## src/rtl/xst_pkg.sv

```systemverilog
// Shared widths, types and the bit-clock helper for the xst serial transmit shifter.
package xst_pkg;
   localparam int unsigned FRAME_W = 64;
   localparam int unsigned CNT_W   = 6;
   localparam int unsigned BRG_W   = 16;

   typedef logic [FRAME_W-1:0] frame_t;
   typedef logic [CNT_W-1:0]   cnt_t;
   typedef logic [BRG_W-1:0]   brg_t;

   // Bit clock is high during the first half of each cell and parks high when idle.
   function automatic logic bit_clock(logic idle, brg_t brg, brg_t baud);
      return idle | (brg >= (baud >> 1));
   endfunction
endpackage

```

## src/rtl/xst_if.sv

```systemverilog
// Host/pin bundle of the xst transmitter: frame load controls in, serial pin and status out.
interface xst_if;
   xst_pkg::frame_t dat_i;
   xst_pkg::cnt_t   bits_i;
   logic            txreg_we_i;
   logic            txreg_oe_i;
   xst_pkg::brg_t   txbaud_i;
   logic            rxd_i;
   logic            txd_o;
   logic            txc_o;
   logic            idle_o;
   xst_pkg::brg_t   brg_o;

   modport master (
      output dat_i, bits_i, txreg_we_i, txreg_oe_i, txbaud_i, rxd_i,
      input  txd_o, txc_o, idle_o, brg_o
   );

   modport slave (
      input  dat_i, bits_i, txreg_we_i, txreg_oe_i, txbaud_i, rxd_i,
      output txd_o, txc_o, idle_o, brg_o
   );
endinterface

```

## src/rtl/xst_brg.sv

```systemverilog
// Baud down-counter: loads and latches the divisor, counts each cell down to zero, reloads between cells.
module xst_brg
   import xst_pkg::*;
(
   input  logic clk_i,
   input  logic reset_i,
   input  logic load_i,
   input  brg_t load_val_i,
   input  logic busy_i,
   input  logic last_i,
   output brg_t brg_o,
   output brg_t baud_o,
   output logic zero_o
);
   brg_t brg_q, brg_d;
   brg_t baud_q, baud_d;

   always_comb begin
      brg_d  = brg_q;
      baud_d = baud_q;
      if (load_i) begin
         brg_d  = load_val_i;
         baud_d = load_val_i;
      end else if (busy_i) begin
         // On the final cell the counter stays at zero as the frame goes idle.
         if (brg_q != '0)  brg_d = brg_q - 1'b1;
         else if (!last_i) brg_d = baud_q;
      end
   end

   always_ff @(posedge clk_i) begin
      if (reset_i) begin
         brg_q  <= '0;
         baud_q <= '0;
      end else begin
         brg_q  <= brg_d;
         baud_q <= baud_d;
      end
   end

   assign brg_o  = brg_q;
   assign baud_o = baud_q;
   assign zero_o = (brg_q == '0);
endmodule

```

## src/rtl/xst.sv

```systemverilog
// Serial transmit shifter: shifts a preformatted 64-bit frame out LSB first, paced by xst_brg.
module xst
   import xst_pkg::*;
(
   input  logic clk_i,
   input  logic reset_i,
   xst_if.slave bus
);
   frame_t shreg_q, shreg_d;
   cnt_t   cnt_q, cnt_d;
   brg_t   brg, baud;
   logic   brg_zero;
   logic   busy;

   assign busy = (cnt_q != '0);

   xst_brg u_brg (
      .clk_i      (clk_i),
      .reset_i    (reset_i),
      .load_i     (bus.txreg_we_i),
      .load_val_i (bus.txbaud_i),
      .busy_i     (busy),
      .last_i     (cnt_q == cnt_t'(1)),
      .brg_o      (brg),
      .baud_o     (baud),
      .zero_o     (brg_zero)
   );

   always_comb begin
      shreg_d = shreg_q;
      cnt_d   = cnt_q;
      if (bus.txreg_we_i) begin
         shreg_d = bus.dat_i;
         cnt_d   = bus.bits_i;
      end else if (busy && brg_zero) begin
         shreg_d = {bus.rxd_i, shreg_q[FRAME_W-1:1]};
         cnt_d   = cnt_q - 1'b1;
      end
   end

   always_ff @(posedge clk_i) begin
      if (reset_i) begin
         shreg_q <= '1;
         cnt_q   <= '0;
      end else begin
         shreg_q <= shreg_d;
         cnt_q   <= cnt_d;
      end
   end

   assign bus.idle_o = ~busy;
   assign bus.txd_o  = bus.txreg_oe_i ? shreg_q[0] : 1'b1;
   assign bus.txc_o  = bit_clock(~busy, brg, baud);
   assign bus.brg_o  = brg;
endmodule

```

## src/flat_wrapper.sv

```systemverilog
// flat-port wrapper written by rule: the top's interface ports become plain ports
module xst_flat import xst_pkg::*;
  (clk_i, reset_i, bus_dat_i, bus_bits_i, bus_txreg_we_i, bus_txreg_oe_i, bus_txbaud_i, bus_rxd_i, bus_txd_o, bus_txc_o, bus_idle_o, bus_brg_o);
  xst_if bus_i ();
  input  logic clk_i;
  input  logic reset_i;
  input wire logic [$bits(bus_i.dat_i)-1:0] bus_dat_i;
  input wire logic [$bits(bus_i.bits_i)-1:0] bus_bits_i;
  input wire logic [$bits(bus_i.txreg_we_i)-1:0] bus_txreg_we_i;
  input wire logic [$bits(bus_i.txreg_oe_i)-1:0] bus_txreg_oe_i;
  input wire logic [$bits(bus_i.txbaud_i)-1:0] bus_txbaud_i;
  input wire logic [$bits(bus_i.rxd_i)-1:0] bus_rxd_i;
  output wire logic [$bits(bus_i.txd_o)-1:0] bus_txd_o;
  output wire logic [$bits(bus_i.txc_o)-1:0] bus_txc_o;
  output wire logic [$bits(bus_i.idle_o)-1:0] bus_idle_o;
  output wire logic [$bits(bus_i.brg_o)-1:0] bus_brg_o;
  assign bus_i.dat_i = bus_dat_i;
  assign bus_i.bits_i = bus_bits_i;
  assign bus_i.txreg_we_i = bus_txreg_we_i;
  assign bus_i.txreg_oe_i = bus_txreg_oe_i;
  assign bus_i.txbaud_i = bus_txbaud_i;
  assign bus_i.rxd_i = bus_rxd_i;
  assign bus_txd_o = bus_i.txd_o;
  assign bus_txc_o = bus_i.txc_o;
  assign bus_idle_o = bus_i.idle_o;
  assign bus_brg_o = bus_i.brg_o;
  xst u_core (.clk_i(clk_i), .reset_i(reset_i), .bus(bus_i));
endmodule
```

## config.mk

```make
export PLATFORM = sky130hd
export DESIGN_NAME = xst_flat
export DESIGN_NICKNAME = d
export VERILOG_FILES = /design/src/rtl/xst_pkg.sv /design/src/rtl/xst_if.sv /design/src/rtl/xst_brg.sv /design/src/rtl/xst.sv /design/src/flat_wrapper.sv
export SDC_FILE = /design/constraint.sdc
export NUM_CORES = 1
export LEC_CHECK = 0
export CAP_MARGIN = 40
export CELL_PAD_IN_SITES_DETAIL_PLACEMENT = 1
export CELL_PAD_IN_SITES_GLOBAL_PLACEMENT = 1
export CORE_UTILIZATION = 41
export CTS_BUF_LIST = sky130_fd_sc_hd__clkbuf_8
export CTS_CLUSTER_SIZE = 10
export DETAILED_ROUTE_END_ITERATION = 7
export PLACE_DENSITY = 0.84
export SETUP_SLACK_MARGIN = 0.5
export SLEW_MARGIN = 20
export SYNTH_ARGS = -nofsm -noshare
export SYNTH_HDL_FRONTEND = slang
export SYNTH_SLANG_ARGS = --single-unit
```

## constraint.sdc

```tcl
create_clock -name clk_i -period 2.6 [get_ports clk_i]
set_clock_uncertainty 0.1 [all_clocks]
set_input_delay 0.52 -clock clk_i [delete_from_list [all_inputs] [get_ports clk_i]]
set_output_delay 0.52 -clock clk_i [all_outputs]
set_load 0.005 [all_outputs]
```

Yosys cells after proc, flatten, opt, wreduce, memory -nomap -nowiden

Cells that the tools add are included.

$add $sub $neg: 2
$lt $le $gt $ge: 1
Eq/ne operators: 2
Mux-type cells: 9
Bitwise logic cells: 2
Reductions and logical operators: 7

Operators by type and width:

| cell                    | count |
|---|---|
| $mux W64                | 2 |
| $mux W16                | 4 |
| $ge A16 B15 Y1          | 1 |
| $logic_not A16 Y1       | 1 |
| $reduce_bool A16 Y1     | 1 |
| $sub A16 B1 Y16 const B | 1 |
| $mux W6                 | 2 |
| $eq A6 B1 Y1 const B    | 1 |
| $reduce_bool A6 Y1      | 1 |
| $sub A6 B1 Y6 const B   | 1 |
| $reduce_bool A2 Y1      | 2 |
| $ne A3 B2 Y1 const B    | 1 |
| $reduce_and A2 Y1       | 1 |
| $logic_and A1 B1 Y1     | 1 |
| $mux W1                 | 1 |
| $not A1 Y1              | 1 |
| $or A1 B1 Y1            | 1 |

Flip-flop bits (word level): 102
Bits of input ports: 91
Output and inout bits: 19
Word-level logic and storage cells: 27

Longest topological paths before layout

Depth in word-level cells: 5
Mapped depth: 10
Depth with buffers taken out: 8

Modules after synthesis

Synthesis repeated with hierarchy kept, for this count alone.

Cell total of the unflattened synthesis: 612
Area total of the unflattened synthesis: 5371.4 sq um

By module, submodules not included:

| module  | instances | cells each | area an instance (sq um) | seq. area each (sq um) |
|---|---|---|---|---|
| xst     | 1         | 387        | 3510.9                   | 1401.3 |
| xst_brg | 1         | 225        | 1860.5                   | 640.6 |

Least setup slack after synthesis

No wires, ideal clock.

Path kind: register -> output
Start point: register u_core.u_brg.brg_q[0] (netlist: u_core.u_brg.brg_o[0])
End point: output port bus_txc_o
Arrival time: 1582 ps
Data required time: 1980 ps
Setup slack: 398 ps
Stages on the path, launching flop included: 9
Buffers on the path: 0
Path through: dfxtp_1 -> inv_1 -> ha_1 -> nand2b_1 -> a21o_1 -> a21o_1 -> a21oi_1 -> o21ai_0 -> a21o_1

Word-level cells in the longest chain between the ends: 2

RTL lines:

| what                   | RTL line           | RTL |
|---|---|---|
| start, declared        | xst_brg.sv:15      | `brg_t brg_q, brg_d;` |
| start signal, assigned | xst_brg.sv:36      | `brg_q <= brg_d;` |
| $ge A16 B15 Y1         | xst_pkg.sv:13      | `return idle \| (brg >= (baud >> 1));` |
| $or A1 B1 Y1           | xst_pkg.sv:13      |  |
| end, declared          | flat_wrapper.sv:14 | `output wire logic [$bits(bus_i.txc_o)-1:0] bus_txc_o;` |

Every way passes these cells.

Worst setup path after layout

Start point: register u_core.u_brg.baud_q[14] (netlist: u_core.u_brg.baud_o[14])
End point: output port bus_txc_o

Word-level cells in the longest chain between the ends: 2

RTL lines:

| what                   | RTL line      | RTL |
|---|---|---|
| start, declared        | xst_brg.sv:16 | `brg_t baud_q, baud_d;` |
| start signal, assigned | xst_brg.sv:37 | `baud_q <= baud_d;` |
| $ge A16 B15 Y1         | xst_pkg.sv:13 |  |
| $or A1 B1 Y1           | xst_pkg.sv:13 |  |

Every way passes these cells.

==> impl_metrics.json <==
{
  "post-route-period-util_pct": 109,
  "grt_setup_unrepaired": "yes",
  "syn_area_per_cell_sq_um": 9.69,
  "via_per_inst": 6.02,
  "die_width_microns": 120,
  "start_util_pct": 42.7,
  "portBuffers": 109,
  "period_needed_ns": 2.83,
  "wl_per_cell_microns": 26.7,
  "ys_warn_count": 0,
  "synthFlopType": "dfxtp_1",
  "synth_edf_count": 0,
  "synth_seq_cells": 102,
  "power_mw": 4.35,
  "path_cells": "inv_2 -> ha_4 -> a21o_1 -> a2111oi_4 -> buf_4 -> o21ai_2 -> a21o_1 -> buf_2",
  "setup_slack_ns": -0.233,
  "pin_count": 110,
  "hold_viol_final": 0,
  "crit_path_max_fanout": 2,
  "grt_first_pass_wirelength_microns": 33400,
  "outcome": "finished, violations left",
  "synth_fp_nets": 703,
  "p_int_mw": 2.87,
  "crit_buf_inv": 3,
  "slew-limit-headroom_pct": 44.5,
  "seqPwrFrac_pct": 41.1,
  "arrival_ns": 2.21,
  "cap_violations": 0,
  "die_h_microns": 120,
  "synthArstFlopShare_pct": 0,
  "dr.pass1.iters": 5,
  "syn2layout_area_growth_pct": 52.3,
  "grt_max_degree": 57,
  "dieArea_sq_um": 14500,
  "num_rows": 42,
  "first_iter_violations": 336,
  "switching_power_mw": 1.48,
  "clk_pin_slew_ns": 0.10,
  "critical-path-max-stage-delay_ns": 0.40,
  "netSwitchingFraction_pct": 34.0,
  "dp_hpwl_microns": 11700,
  "drc_errors": 0,
  "gp_congestion": 0.842,
  "crit_slowest_cell": "a2111oi_4",
  "core_sq_um": 13500,
  "numCtsBuffers": 9,
  "setup_tns_ns": -0.986,
  "htree_num_levels": 3,
  "track_usage_pct": 30.3,
  "power.share.combinational_pct": 34.6,
  "setup_viol": 27,
  "synth_cell_types": 61,
  "required_ns": 1.98,
  "power.density_nw_per_um2": 498,
  "fmax_ghz": 0.353,
  "worst_slew_pin_slew_ns": 0.826,
  "final_nets": 858,
  "crit_type": "reg -> out",
  "syn_area_sq_um": 5740,
  "hold_path.class": "reg -> reg",
  "fillCellCount": 1413,
  "antenna_left": 0,
  "postSynthCellCount": 592,
  "stdcell_area_sq_um": 8740,
  "clkPwrFrac_pct": 24.3,
  "p_leak_nw": 3.54,
  "first_global_vias": 5951,
  "drive_gt1_share_pct": 34.4,
  "critPathLaunchType": "flip-flop",
  "place_area_sq_um": 7250,
  "violations": "setup timing",
  "clk_latency_ns": 0.42,
  "grt_overflow": 0,
  "dr_total_vias": 5580,
  "routed_wirelength_microns": 24800,
  "seq_area_frac_synth_pct": 35.6,
  "clkSinkCount": 102,
  "crit_top_cell": "a21o_1",
  "clk_path_buf_depth": 2,
  "drv_slew": 0,
  "utilization_pct": 65.0,
  "cp-end-kind": "primary output",
  "vdd_drop_max_mv": 0.283,
  "antenna_found_initial": 0,
  "antenna_cells": 0,
  "cts_root_buf": "clkbuf_8",
  "cts_tree": "done",
  "cpLargestDelayFamily": "compound AO/OA/AOI/OAI gates"
}
==> worst reg2reg max path, stage by stage, from the launching register on <==
cell	delay, ns
dfxtp_1	0.41
inv_1	0.13
ha_1	0.25
nand2_2	0.11
clkinv_4	0.09
buf_8	0.13
buf_4	0.19
nor2_8	0.20
buf_12	0.16
buf_12	0.11
buf_16	0.13
mux2_4	0.31
mux2i_1	0.16
nand2b_1	0.09
==> repair_timing <==
action | 4_1_cts | 5_1_grt
setup buffers | 18 | 10
endpoints found under the setup margin | 94 | 98
hold buffers | 0 | 0
resized for setup | 152 | 74
cloned | 7 | 0
pin swaps | 46 | 16
==> per-stage QoR <==
step                worst slack [ns]  hold slack (ns)  instances
global route                  -0.267            0.442        927
finish                        -0.233            0.424        927
global placement              -0.291            0.365        877
floorplan                      0.496            0.350        592
detailed placement            -0.287            0.371        877
CTS                          -0.0172            0.401        917
==> cells in the mapped netlist (2+ instances only) <==
master    instances  area (sq um)
dfxtp_1         102          2040
nand2b_1         79           494
mux2i_1          71           711
mux2_1           49           552
a21oi_1          25           125
nor2_1           22          82.6
inv_1            21          78.8
nand2_1          21          78.8
ha_1             20           250
clkbuf_1         19          71.3
nor3_1           17          85.1
mux2_2           16           180
o21ai_0          12          60.1
nor4_1           10          62.6
a21o_1            8          60.1
buf_1             8          30.0
buf_6             7          78.8
nor2b_1           7          43.8
a211oi_1          5          37.5
a22oi_1           4          30.0
o22ai_1           4          25.0
o31ai_1           4          30.0
buf_2             3          15.0
buf_4             3          22.5
nand3_1           3          15.0
o211ai_1          3          22.5
o41ai_1           3          26.3
or3_1             3          18.8
xnor2_1           3          26.3
a221oi_1          2          17.5
a31oi_1           2          12.5
and4_1            2          17.5
nand4_1           2          12.5
o21ai_1           2          10.0
o31a_1            2          17.5
or4_1             2          15.0
xor2_1            2          17.5
==> state kept, by name, summed over array words and instances (netlist names) <==
name                 count
u_core.u_brg.brg_o      16
u_core.shreg_q          64
u_core.u_brg.baud_o     16
u_core.cnt_q             6
==> power by group through the flow <==
| stage | clock network, mW | logic [mW] | registers (mW) |
|---|---|---|---|
| CTS | 1.01 | 1.27 | 1.76 |
| global route | 1.12 | 1.57 | 1.80 |
| detailed placement | 0 | 1.02 | 1.79 |
| floorplan | 0 | 0.580 | 1.78 |
| finish | 1.06 | 1.50 | 1.79 |
| global placement | 0 | 0.975 | 1.78 |
==> placed cells by master, fill, tap and decap left out, types with 12 or more instances in the layout <==
master / count
dfxtp_1: 87
buf_12: 12
nand2b_1: 78
a21oi_1: 18
buf_6: 23
mux2i_1: 63
buf_4: 32
clkbuf_8: 12
ha_1: 15
clkdlybuf4s50_1: 104
inv_1: 19
nand2_1: 16
mux2_4: 65
nor2_1: 19
==> cell type report <==
type | count | area, sq um | area share (%)
clock buffer | 12 | 165 | 1.89
clock inverter | 3 | 20.0 | 0.229
inverter | 22 | 92.6 | 1.06
multi-input combinational | 428 | 4140 | 47.4
sequential | 102 | 2080 | 23.8
tap | 176 | 220 | 2.52
timing repair buffer | 184 | 2020 | 23.2
==> cell families (layout without fill, tap and decap cells) <==
kind of cell | count (synthesis) | count (layout) | synth area share [%]
adders and majority gates | 20 | 20 | 4.36
xor gates and xnor gates | 5 | 5 | 0.763
buffers and inverters | 62 | 221 | 5.25
muxes | 136 | 136 | 25.1
DFF | 102 | 102 | 35.6
and+or+nand+nor | 178 | 178 | 18.3
AOI/OAI and AO/OA | 89 | 89 | 10.6
==> worst paths after layout <==
path | startpoint | to | slack, ns | depth (start not counted)
worst max register to register | u_core.cnt_q[1] | u_core.shreg_q[47] | -0.08 | 13
worst min-delay path | u_core.u_brg.baud_o[11] | u_core.u_brg.baud_o[11] | 0.42 | 2
worst min register to register | u_core.u_brg.baud_o[11] | u_core.u_brg.baud_o[11] | 0.42 | 2
worst max-delay path | u_core.u_brg.baud_o[14] | bus_txc_o | -0.23 | 8
==> layer usage <==
| metal | track usage (%) | part of all wire [%] | vias to the layer above |
|---|---|---|---|
| met2 | 55.4 | 51 | 283 |
| met4 | 13.8 | 5.9 | 0 |
| met1 | 34.0 | 37 | 2762 |
| li1 | - | - | 2415 |
| met5 | 0 | 0 | - |
| met3 | 5.47 | 5.5 | 120 |
Power figures use the tool's default switching activity.
